[src/rtl/cmap_wb_sequencer_if.sv]
// Bus bundle between the write-back sequencer, the cmap buffer, the output-map
// BRAM and the tile controller. The sequencer is the master side.
interface cmap_wb_sequencer_if #(
  parameter int WIDTH = 16,
  parameter int DW    = 16,
  parameter int AW    = 10
);
  // tile controller handshake
  logic                  start;
  logic [AW-1:0]         base_addr;
  logic [WIDTH*DW-1:0]   psum_in;
  logic                  busy;
  logic                  tile_done;
  // cmap buffer
  logic                  load;
  logic [4:0]            done;
  logic                  cmap_out;
  // output-map BRAM
  logic                  rd_en;
  logic [AW-1:0]         rd_addr;
  logic [DW-1:0]         rd_data;
  logic                  wr_en;
  logic [AW-1:0]         wr_addr;
  logic [DW-1:0]         wr_data;

  modport master (
    input  start, base_addr, psum_in, cmap_out, rd_data,
    output load, done, rd_en, rd_addr, wr_en, wr_addr, wr_data, busy, tile_done
  );

  modport slave (
    output start, base_addr, psum_in, cmap_out, rd_data,
    input  load, done, rd_en, rd_addr, wr_en, wr_addr, wr_data, busy, tile_done
  );
endinterface

[src/rtl/cmap_wb_sequencer.sv]
// Write-back sequencer behind the MM2IM channel-map buffer. For each tile it
// snapshots the cmap, walks the column selector 1..WIDTH and read-modify-writes
// the partial sum of every flagged column into the output-map BRAM.
module cmap_wb_sequencer #(
  parameter int WIDTH = 16,
  parameter int DW    = 16,
  parameter int AW    = 10
) (
  input  logic                  clk,
  input  logic                  rst,
  cmap_wb_sequencer_if.master   bus
);

  typedef enum logic [1:0] {
    ST_IDLE  = 2'd0,
    ST_CHECK = 2'd1,
    ST_ACC   = 2'd2,
    ST_FIN   = 2'd3
  } state_t;

  localparam logic [4:0]    LAST_COL = 5'(WIDTH);
  localparam logic [AW-1:0] ADDR_ONE = {{(AW-1){1'b0}}, 1'b1};

  state_t              state_q, state_d;
  logic [4:0]          done_q, done_d;
  logic [AW-1:0]       col_addr_q, col_addr_d;   // base + (done-1), wraps at 2^AW
  logic [WIDTH*DW-1:0] psum_q, psum_d;
  logic                busy_q, busy_d;
  logic                tile_done_q, tile_done_d;

  logic [4:0]          col_idx_s;
  logic [DW-1:0]       psum_col_s;
  logic                load_s;
  logic                rd_en_s;
  logic                wr_en_s;
  logic [DW-1:0]       wr_data_s;

  assign col_idx_s = done_q - 5'd1;

  // State and datapath registers; synchronous reset aborts any tile in flight.
  always_ff @(posedge clk) begin
    if (rst) begin
      state_q     <= ST_IDLE;
      done_q      <= 5'd0;
      col_addr_q  <= {AW{1'b0}};
      psum_q      <= {(WIDTH*DW){1'b0}};
      busy_q      <= 1'b0;
      tile_done_q <= 1'b0;
    end else begin
      state_q     <= state_d;
      done_q      <= done_d;
      col_addr_q  <= col_addr_d;
      psum_q      <= psum_d;
      busy_q      <= busy_d;
      tile_done_q <= tile_done_d;
    end
  end

  // Next-state, column selector and snapshot capture.
  always_comb begin
    state_d    = state_q;
    done_d     = done_q;
    col_addr_d = col_addr_q;
    psum_d     = psum_q;
    case (state_q)
      ST_IDLE: begin
        if (bus.start) begin
          state_d    = ST_CHECK;
          done_d     = 5'd1;
          col_addr_d = bus.base_addr;
          psum_d     = bus.psum_in;
        end else begin
          done_d     = 5'd0;
        end
      end
      ST_CHECK: begin
        if (bus.cmap_out) begin
          state_d = ST_ACC;
        end else if (done_q == LAST_COL) begin
          state_d = ST_FIN;
        end else begin
          done_d     = done_q + 5'd1;
          col_addr_d = col_addr_q + ADDR_ONE;
        end
      end
      ST_ACC: begin
        if (done_q == LAST_COL) begin
          state_d = ST_FIN;
        end else begin
          state_d    = ST_CHECK;
          done_d     = done_q + 5'd1;
          col_addr_d = col_addr_q + ADDR_ONE;
        end
      end
      ST_FIN: begin
        state_d = ST_IDLE;
        done_d  = 5'd0;
      end
      default: begin
        state_d = ST_IDLE;
        done_d  = 5'd0;
      end
    endcase
    busy_d      = (state_d != ST_IDLE);
    tile_done_d = (state_d == ST_FIN);
  end

  // Select the partial sum of the current column from the snapshot.
  always_comb begin
    psum_col_s = {DW{1'b0}};
    for (int c = 0; c < WIDTH; c++) begin
      psum_col_s = (col_idx_s == 5'(c)) ? psum_q[c*DW +: DW] : psum_col_s;
    end
  end

  // Strobes decoded from state; reset masks them so an abort takes effect at once.
  always_comb begin
    load_s    = 1'b0;
    rd_en_s   = 1'b0;
    wr_en_s   = 1'b0;
    wr_data_s = {DW{1'b0}};
    if (rst) begin
      load_s  = 1'b0;
    end else begin
      case (state_q)
        ST_IDLE:  load_s  = bus.start;
        ST_CHECK: rd_en_s = bus.cmap_out;
        ST_ACC: begin
          wr_en_s   = 1'b1;
          wr_data_s = bus.rd_data + psum_col_s;
        end
        ST_FIN:   load_s  = 1'b0;
        default:  load_s  = 1'b0;
      endcase
    end
  end

  assign bus.load      = load_s;
  assign bus.done      = done_q;
  assign bus.rd_en     = rd_en_s;
  assign bus.rd_addr   = col_addr_q;
  assign bus.wr_en     = wr_en_s;
  assign bus.wr_addr   = col_addr_q;
  assign bus.wr_data   = wr_data_s;
  assign bus.busy      = busy_q;
  assign bus.tile_done = tile_done_q;

endmodule

[src/flat_wrapper.sv]
// flat-port wrapper written by rule: the top's interface ports become plain ports
module cmap_wb_sequencer_flat 
#(
  parameter int WIDTH = 16,
  parameter int DW    = 16,
  parameter int AW    = 10
)
  (clk, rst, bus_start, bus_base_addr, bus_psum_in, bus_cmap_out, bus_rd_data, bus_load, bus_done, bus_rd_en, bus_rd_addr, bus_wr_en, bus_wr_addr, bus_wr_data, bus_busy, bus_tile_done);
  cmap_wb_sequencer_if #(.WIDTH(WIDTH), .DW(DW), .AW(AW)) bus_i ();
  input  logic clk;
  input  logic rst;
  input wire logic [$bits(bus_i.start)-1:0] bus_start;
  input wire logic [$bits(bus_i.base_addr)-1:0] bus_base_addr;
  input wire logic [$bits(bus_i.psum_in)-1:0] bus_psum_in;
  input wire logic [$bits(bus_i.cmap_out)-1:0] bus_cmap_out;
  input wire logic [$bits(bus_i.rd_data)-1:0] bus_rd_data;
  output wire logic [$bits(bus_i.load)-1:0] bus_load;
  output wire logic [$bits(bus_i.done)-1:0] bus_done;
  output wire logic [$bits(bus_i.rd_en)-1:0] bus_rd_en;
  output wire logic [$bits(bus_i.rd_addr)-1:0] bus_rd_addr;
  output wire logic [$bits(bus_i.wr_en)-1:0] bus_wr_en;
  output wire logic [$bits(bus_i.wr_addr)-1:0] bus_wr_addr;
  output wire logic [$bits(bus_i.wr_data)-1:0] bus_wr_data;
  output wire logic [$bits(bus_i.busy)-1:0] bus_busy;
  output wire logic [$bits(bus_i.tile_done)-1:0] bus_tile_done;
  assign bus_i.start = bus_start;
  assign bus_i.base_addr = bus_base_addr;
  assign bus_i.psum_in = bus_psum_in;
  assign bus_i.cmap_out = bus_cmap_out;
  assign bus_i.rd_data = bus_rd_data;
  assign bus_load = bus_i.load;
  assign bus_done = bus_i.done;
  assign bus_rd_en = bus_i.rd_en;
  assign bus_rd_addr = bus_i.rd_addr;
  assign bus_wr_en = bus_i.wr_en;
  assign bus_wr_addr = bus_i.wr_addr;
  assign bus_wr_data = bus_i.wr_data;
  assign bus_busy = bus_i.busy;
  assign bus_tile_done = bus_i.tile_done;
  cmap_wb_sequencer #(.WIDTH(WIDTH), .DW(DW), .AW(AW)) u_core (.clk(clk), .rst(rst), .bus(bus_i));
endmodule
[config.mk]
export PLATFORM = sky130hd
export DESIGN_NAME = cmap_wb_sequencer_flat
export DESIGN_NICKNAME = d
export VERILOG_FILES = /design/src/rtl/cmap_wb_sequencer_if.sv /design/src/rtl/cmap_wb_sequencer.sv /design/src/flat_wrapper.sv
export SDC_FILE = /design/constraint.sdc
export NUM_CORES = 1
export LEC_CHECK = 0
export ABC_AREA = 1
export CORE_MARGIN = 2
export CORE_UTILIZATION = 40
export CTS_BUF_LIST = sky130_fd_sc_hd__clkbuf_8 sky130_fd_sc_hd__clkbuf_16
export DETAILED_ROUTE_END_ITERATION = 8
export DONT_BUFFER_PORTS = 1
export GPL_TIMING_DRIVEN = 0
export SLEW_MARGIN = 40
export SYNTH_ARGS = -nofsm -noshare
export SYNTH_HDL_FRONTEND = slang
export SYNTH_SLANG_ARGS = --single-unit
[constraint.sdc]
create_clock -name clk -period 6.18 [get_ports clk]
set_input_delay 1.236 -clock clk [delete_from_list [all_inputs] [get_ports clk]]
set_output_delay 1.236 -clock clk [all_outputs]
set_load 0.005 [all_outputs]
# Yosys cells after proc, flatten, opt, wreduce, memory -nomap -nowiden

Cells that the tools add are included.

Register bits: 275
Bits in latches: 0
Bits in writable memories: 0
Memory bits (read-only): 0
Bits of input ports: 286
Output and inout port bits: 46
Logic and storage cells: 75
Memories: 0

Add/sub/neg operators: 4
$mul: 0
Div/mod/pow operators: 0
Order comparisons: 0
Equal/unequal tests: 22
Shift-type cells: 0
Mux-type cells: 37
Bitwise operators: 0
Reductions and logical operators: 6

Operators by type and width:

| operator              | count |
|---|---|
| $mux 16               | 18 |
| $eq 5x4->1 const B    | 8 |
| $mux 10               | 3 |
| $pmux 10 s3           | 1 |
| $eq 5x3->1 const B    | 4 |
| $pmux 5 s4            | 1 |
| $add 16x16->16        | 1 |
| $add 10x1->10 const B | 1 |
| $eq 5x2->1 const B    | 2 |
| $mux 5                | 2 |
| $mux 2                | 4 |
| $pmux 2 s4            | 1 |
| $mux 1                | 7 |
| $eq 2x2->1 const B    | 3 |
| $add 5x1->5 const B   | 1 |
| $eq 5x1->1 const B    | 1 |
| $eq 5x5->1 const B    | 1 |
| $logic_not 5->1       | 1 |
| $sub 5x1->5 const B   | 1 |
| $ne 2x2->1 const B    | 2 |
| $reduce_and 3->1      | 1 |
| $reduce_bool 3->1     | 1 |
| $eq 2x1->1 const B    | 1 |
| $logic_not 2->1       | 1 |
| other kinds (2)       | 2 |

# Depth between registers and ports, before layout

Depth after elaboration: 21
Mapped depth: 43
Gate-level depth less buffers: 42

# Least setup slack after synthesis

OpenSTA, ideal clock, no wires.

Path kind: register to output
From: register u_core.done_q[0], in the netlist u_core.bus.done[0]
To: output port bus_wr_data[12]
Arrival time: 4,479 ps
Required time: 4,944 ps
Slack: 465 ps
Stages on the path, launching flop included: 40
Path buffers: 2
Cells stage by stage: dfxtp_1 -> inv_1 -> ha_1 -> xnor2_2 -> nand3_2 -> nor2_4 -> inv_2 -> buf_6 -> buf_6 -> nand3_1 -> o211ai_1 -> nand2_1 -> nand2_1 -> nand2_1 -> nand2_1 -> nand3_1 -> nand2_1 -> nand3_1 -> [... 4 more ...] -> ha_1 -> inv_1 -> fa_1 -> o21ai_0 -> nand2_1 -> o21ai_0 -> nand2_1 -> nand2_1 -> a21oi_1 -> nor2_1 -> o21ai_0 -> nand2_1 -> nand2_1 -> inv_1 -> o21ai_0 -> nand2_1 -> o21ai_0 -> a21oi_1

Word-level cells in the longest chain between the ends: 21
Elaborated cells between the ends (all ways): 36
Classes of those cells: add/sub: 2; eq/ne: 15; mux: 18; reduce/logical: 1

Ends and longest elaborated chain:

| item                   | RTL line                 | source |
|---|---|---|
| from (decl)            | cmap_wb_sequencer.sv:25  | `logic [4:0] done_q, done_d;` |
| from (signal assigned) | cmap_wb_sequencer.sv:51  | `done_q <= done_d;` |
| $sub 5x1->5 *          | cmap_wb_sequencer.sv:38  | `assign col_idx_s = done_q - 5'd1;` |
| $logic_not 5->1        | cmap_wb_sequencer.sv:112 | `psum_col_s = (col_idx_s == 5'(c)) ? psum_q[c*DW +: DW] : psum_col_s;` |
| $mux 16 (15 in a row)  | cmap_wb_sequencer.sv:112 |  |
| $mux 16 *              | cmap_wb_sequencer.sv:112 |  |
| $add 16x16->16 *       | cmap_wb_sequencer.sv:130 | `wr_data_s = bus.rd_data + psum_col_s;` |
| $mux 16 *              | cmap_wb_sequencer.sv:125 | `case (state_q)` |
| $mux 16 *              | cmap_wb_sequencer.sv:122 | `if (rst) begin` |
| to (decl)              | flat_wrapper.sv:23       | `output wire logic [$bits(bus_i.wr_data)-1:0] bus_wr_data;` |

Every way passes the cells marked *; elsewhere a longest branch is shown, timed or not.

# Final worst setup path

Ends and elaborated chain as after synthesis.

==> flow_summary.ini <==
[cells_and_area]
drive_above_1_share_pct = 16.35
area_growth_pct = 23.17
instances_no_fill = 2590
ff_latch_area_mm2 = 0.005515
fin_nets = 2436
n_fill_cell = 3344
multi_input_area_mm2 = 0.007855

[synth]
yosys.area.top_type_share_pct = 41.16
synth_ff_type = dfxtp_1
synthAdderAreaFrac_pct = 2.956
synth_common_cells = nor2_1 (637), o21ai_0 (290), nand2_1 (277)
ys_warn_count = 0
synth_xor_area_share_pct = 0.2526
netlist_area_mm2 = 0.01338
synth_nets = 2336
seq_area_frac_synth_pct = 41.16
synthArstFlopShare_pct = 0
syn_area_per_cell_um2 = 6.625
synthSimpleGateAreaFrac_pct = 32.42
synth_compound_area_share_pct = 16.66
post-synth-top-count-cell = nor2_1
synth_top_cell_by_area = dfxtp_1
synth_edf_count = 0
syn-instance-count = 2019
ys_ff_latch = 275
synth.distinct_cells = 42
synth_top_family_by_area = simple AND/OR/NAND/NOR gates
synthMuxAreaShare_pct = 0
synth.area.top_cells = dfxtp_1 (41%), nor2_1 (18%), o21ai_0 (11%), nand2_1 (7.8%), nand3_1 (3.9%)

[placed_design]
place_inst = 2461
place_congestion = 0.9581
place_hpwl_mm = 35.00
port_buffers = 0

[power]
power_uw = 4602
swShare_pct = 27.30
clkPwrFrac_pct = 41.3
p_seq_share_pct = 43.9
combPwrFrac_pct = 14.7
p_sw_uw = 1256
max-vdd-ir-drop_uv = 195.6
p_leak_uw = 0.006971
p_per_area_mw_per_mm2 = 279.3
internal_power_uw = 3345

[floorplan]
die_area_mm2 = 0.03492
core_mm2 = 0.03270
ios = 332
die_h_um = 186.9
fp.dieW_um = 186.9
rows = 66
initial_utilization_pct = 40.90

[worst_setup_path]
crit_slowest_cell = dfxtp_4
crit_path_max_incr_delay_ns = 0.42
r2r_slack_ns = 3.28
path_max_fanout = 6
endpoint_kind = primary output
path_delay_family = simple AND/OR/NAND/NOR gates
crit_path_end = bus_wr_data[12]
worst-path-stages = 39
critPathRequiredTime_ns = 4.94
cp.buffers_inverters = 6
crit_arrival_ns = 5.32
start_kind = flop
worstReg2RegStart = u_core.state_q[0]
timing.rr.end = u_core.psum_q[26]
critical_path.startpoint = u_core.bus.done[0]
worstRegToRegCells = 8
path_class = flop to primary output

[timing]
rsz0062_at_grt = yes
tns_ns = -2.420
fin_skew_ns = 0.01894
slew_headroom_pct = 41.75
maxSlewViolCount = 0
final_hold_viol_count = 0
finalCriticalPeriod_ns = 6.558
setup_violations = 9
worstMarginPinSlew_ns = 0.8738
setup_slack_ns = -0.3782
min_period_over_period_pct = 106.1
fmax_ghz = 0.1525

[run]
max_cap_viol_count = 0

[clock_tree]
root_buffer = clkbuf_16
clkTransAtPathRegs_ns = 0.06
cts_buffer_depth = 3
cts_tree = built
cts_sinks = 275
htree_levels = 1
insertion_delay_ns = 0.56
cts_buffers = 30

[drt]
wire_per_inst_um = 18.06
routed_wl_mm = 46.77
via_per_inst = 5.224
first_iter_violations = 891
first_pass_iters = 5
ant_nets = 0
vias = 13530
drc_errors = 0

[grt]
use_met2_pct = 41.71
met3_usage_pct = 6.642
gr-max-usage-layer = met2
grt_pass1_wl_mm = 70.08
overflow = 0
grt_max_degree = 16
grtUsageTotal_pct = 25.35
first_global_vias = 12870
use_met1_pct = 33.03
antenna_found_initial = 13

[outcome]
status = finished, violations left
violations = negative setup slack

[hold_path]
hold_path_class = flop to flop
worst reg2reg max path: cells and delay by family, from the launching register on:
family	cells	cell delay, ns
buffers and inverters	4	1.77
DFF	1	0.35
AOI/OAI and AO/OA	1	0.25
adders and majority gates	1	0.24
and+or+nand+nor	2	0.22
placed cells by master (no fill, tap or decap), types with 3 or more instances in the layout:
cell type,netlist,layout
nor2_1,637,627
o21ai_0,290,281
dfxtp_1,275,271
nand2_1,277,227
clkbuf_1,104,102
a21oi_1,102,85
buf_4,14,74
nand3_1,104,69
inv_1,66,68
nand2_2,5,44
nand3_2,2,34
clkbuf_16,0,30
or2_2,23,23
ha_1,30,15
a21oi_2,0,14
ha_4,0,14
inv_2,7,12
buf_6,3,11
nor2_4,6,10
nor2_2,3,9
buf_2,13,9
o211ai_1,8,8
diode_2,0,7
nand2_4,1,7
o21ai_2,0,7
clkbuf_8,0,7
nor3_1,8,6
nand2_8,0,5
nand4_1,5,5
a221oi_1,5,5
bufinv_16,0,5
o21ai_1,4,4
nand3_4,0,3
a21oi_4,0,3
a31oi_1,4,3
power by group through the flow:
stage                     registers, uW  logic, uW  clock network [uW]
after global placement             2050        547                   0
after floorplan                    2030        416                   0
after detailed placement           2060        559                   0
after CTS                          2020        628                1930
final                              2020        678                1900
after global routing               2040        766                2000
repair_timing:
action	in CTS	in global routing
hold endpoints to repair	0	0
pin swaps	61	79
setup buffers	58	18
setup endpoints to repair	13	11
gates cloned	0	0
hold buffers	0	0
resized for setup	129	96
kinds of logic after synthesis:
group           count (synthesis)
simple gates                 1074
compound gates                427
flops                         275
buf+inv                       209
fa+ha+maj                      31
xor+xnor                        3
per-layer routing:
metal  vias up  share of wire (%)
met5         -               0.18
met4        14                2.6
met3        85                8.1
met2       470                 46
met1      6215                 43
li1       6745                  -
final cells by class:
cell class,count,share of cell area [%]
Clock inverter,17,1.276
Timing Repair Buffer,69,3.456
Sequential cell,275,33.48
Clock buffer,37,5.142
Tap cell,442,3.357
Multi-Input combinational cell,1535,47.68
Inverter,75,1.754
Antenna cell,7,0.1063
Buffer,133,3.752
registers in the layout, summed over array words and instances (netlist names):
register / cells
u_core.bus.done: 5
u_core.bus.rd_addr: 10
u_core.state_q: 2
u_core.bus.tile_done: 1
u_core.psum_q: 256
u_core.bus.busy: 1
worst min-delay path by stage:
| stage | startpoint | endpoint | slack (ns) | depth (start not counted) |
|---|---|---|---|---|
| after floorplan | u_core.psum_q[196] | u_core.psum_q[196] | 0.43 | 2 |
| after global placement | u_core.psum_q[207] | u_core.psum_q[207] | 0.44 | 2 |
| after detailed placement | u_core.psum_q[207] | u_core.psum_q[207] | 0.45 | 2 |
| after CTS | u_core.psum_q[207] | u_core.psum_q[207] | 0.46 | 2 |
| after global routing | u_core.psum_q[207] | u_core.psum_q[207] | 0.49 | 2 |
| final | u_core.psum_q[196] | u_core.psum_q[196] | 0.46 | 2 |
metrics by stage:
stage / util, % / hold WS (ns) / setup slack (ns) / instance area (um2)
finish: 50.38 / 0.4633 / -0.3782 / 16470
detailed placement: 42.61 / 0.4542 / -1.046 / 13930
global placement: 42.59 / 0.4402 / -0.9499 / 13930
CTS: 48.67 / 0.4625 / -0.4502 / 15920
global route: 50.36 / 0.4900 / -0.7377 / 16470
floorplan: - / 0.4297 / 0.4649 / 13380
(Power assumes the default switching activity.)
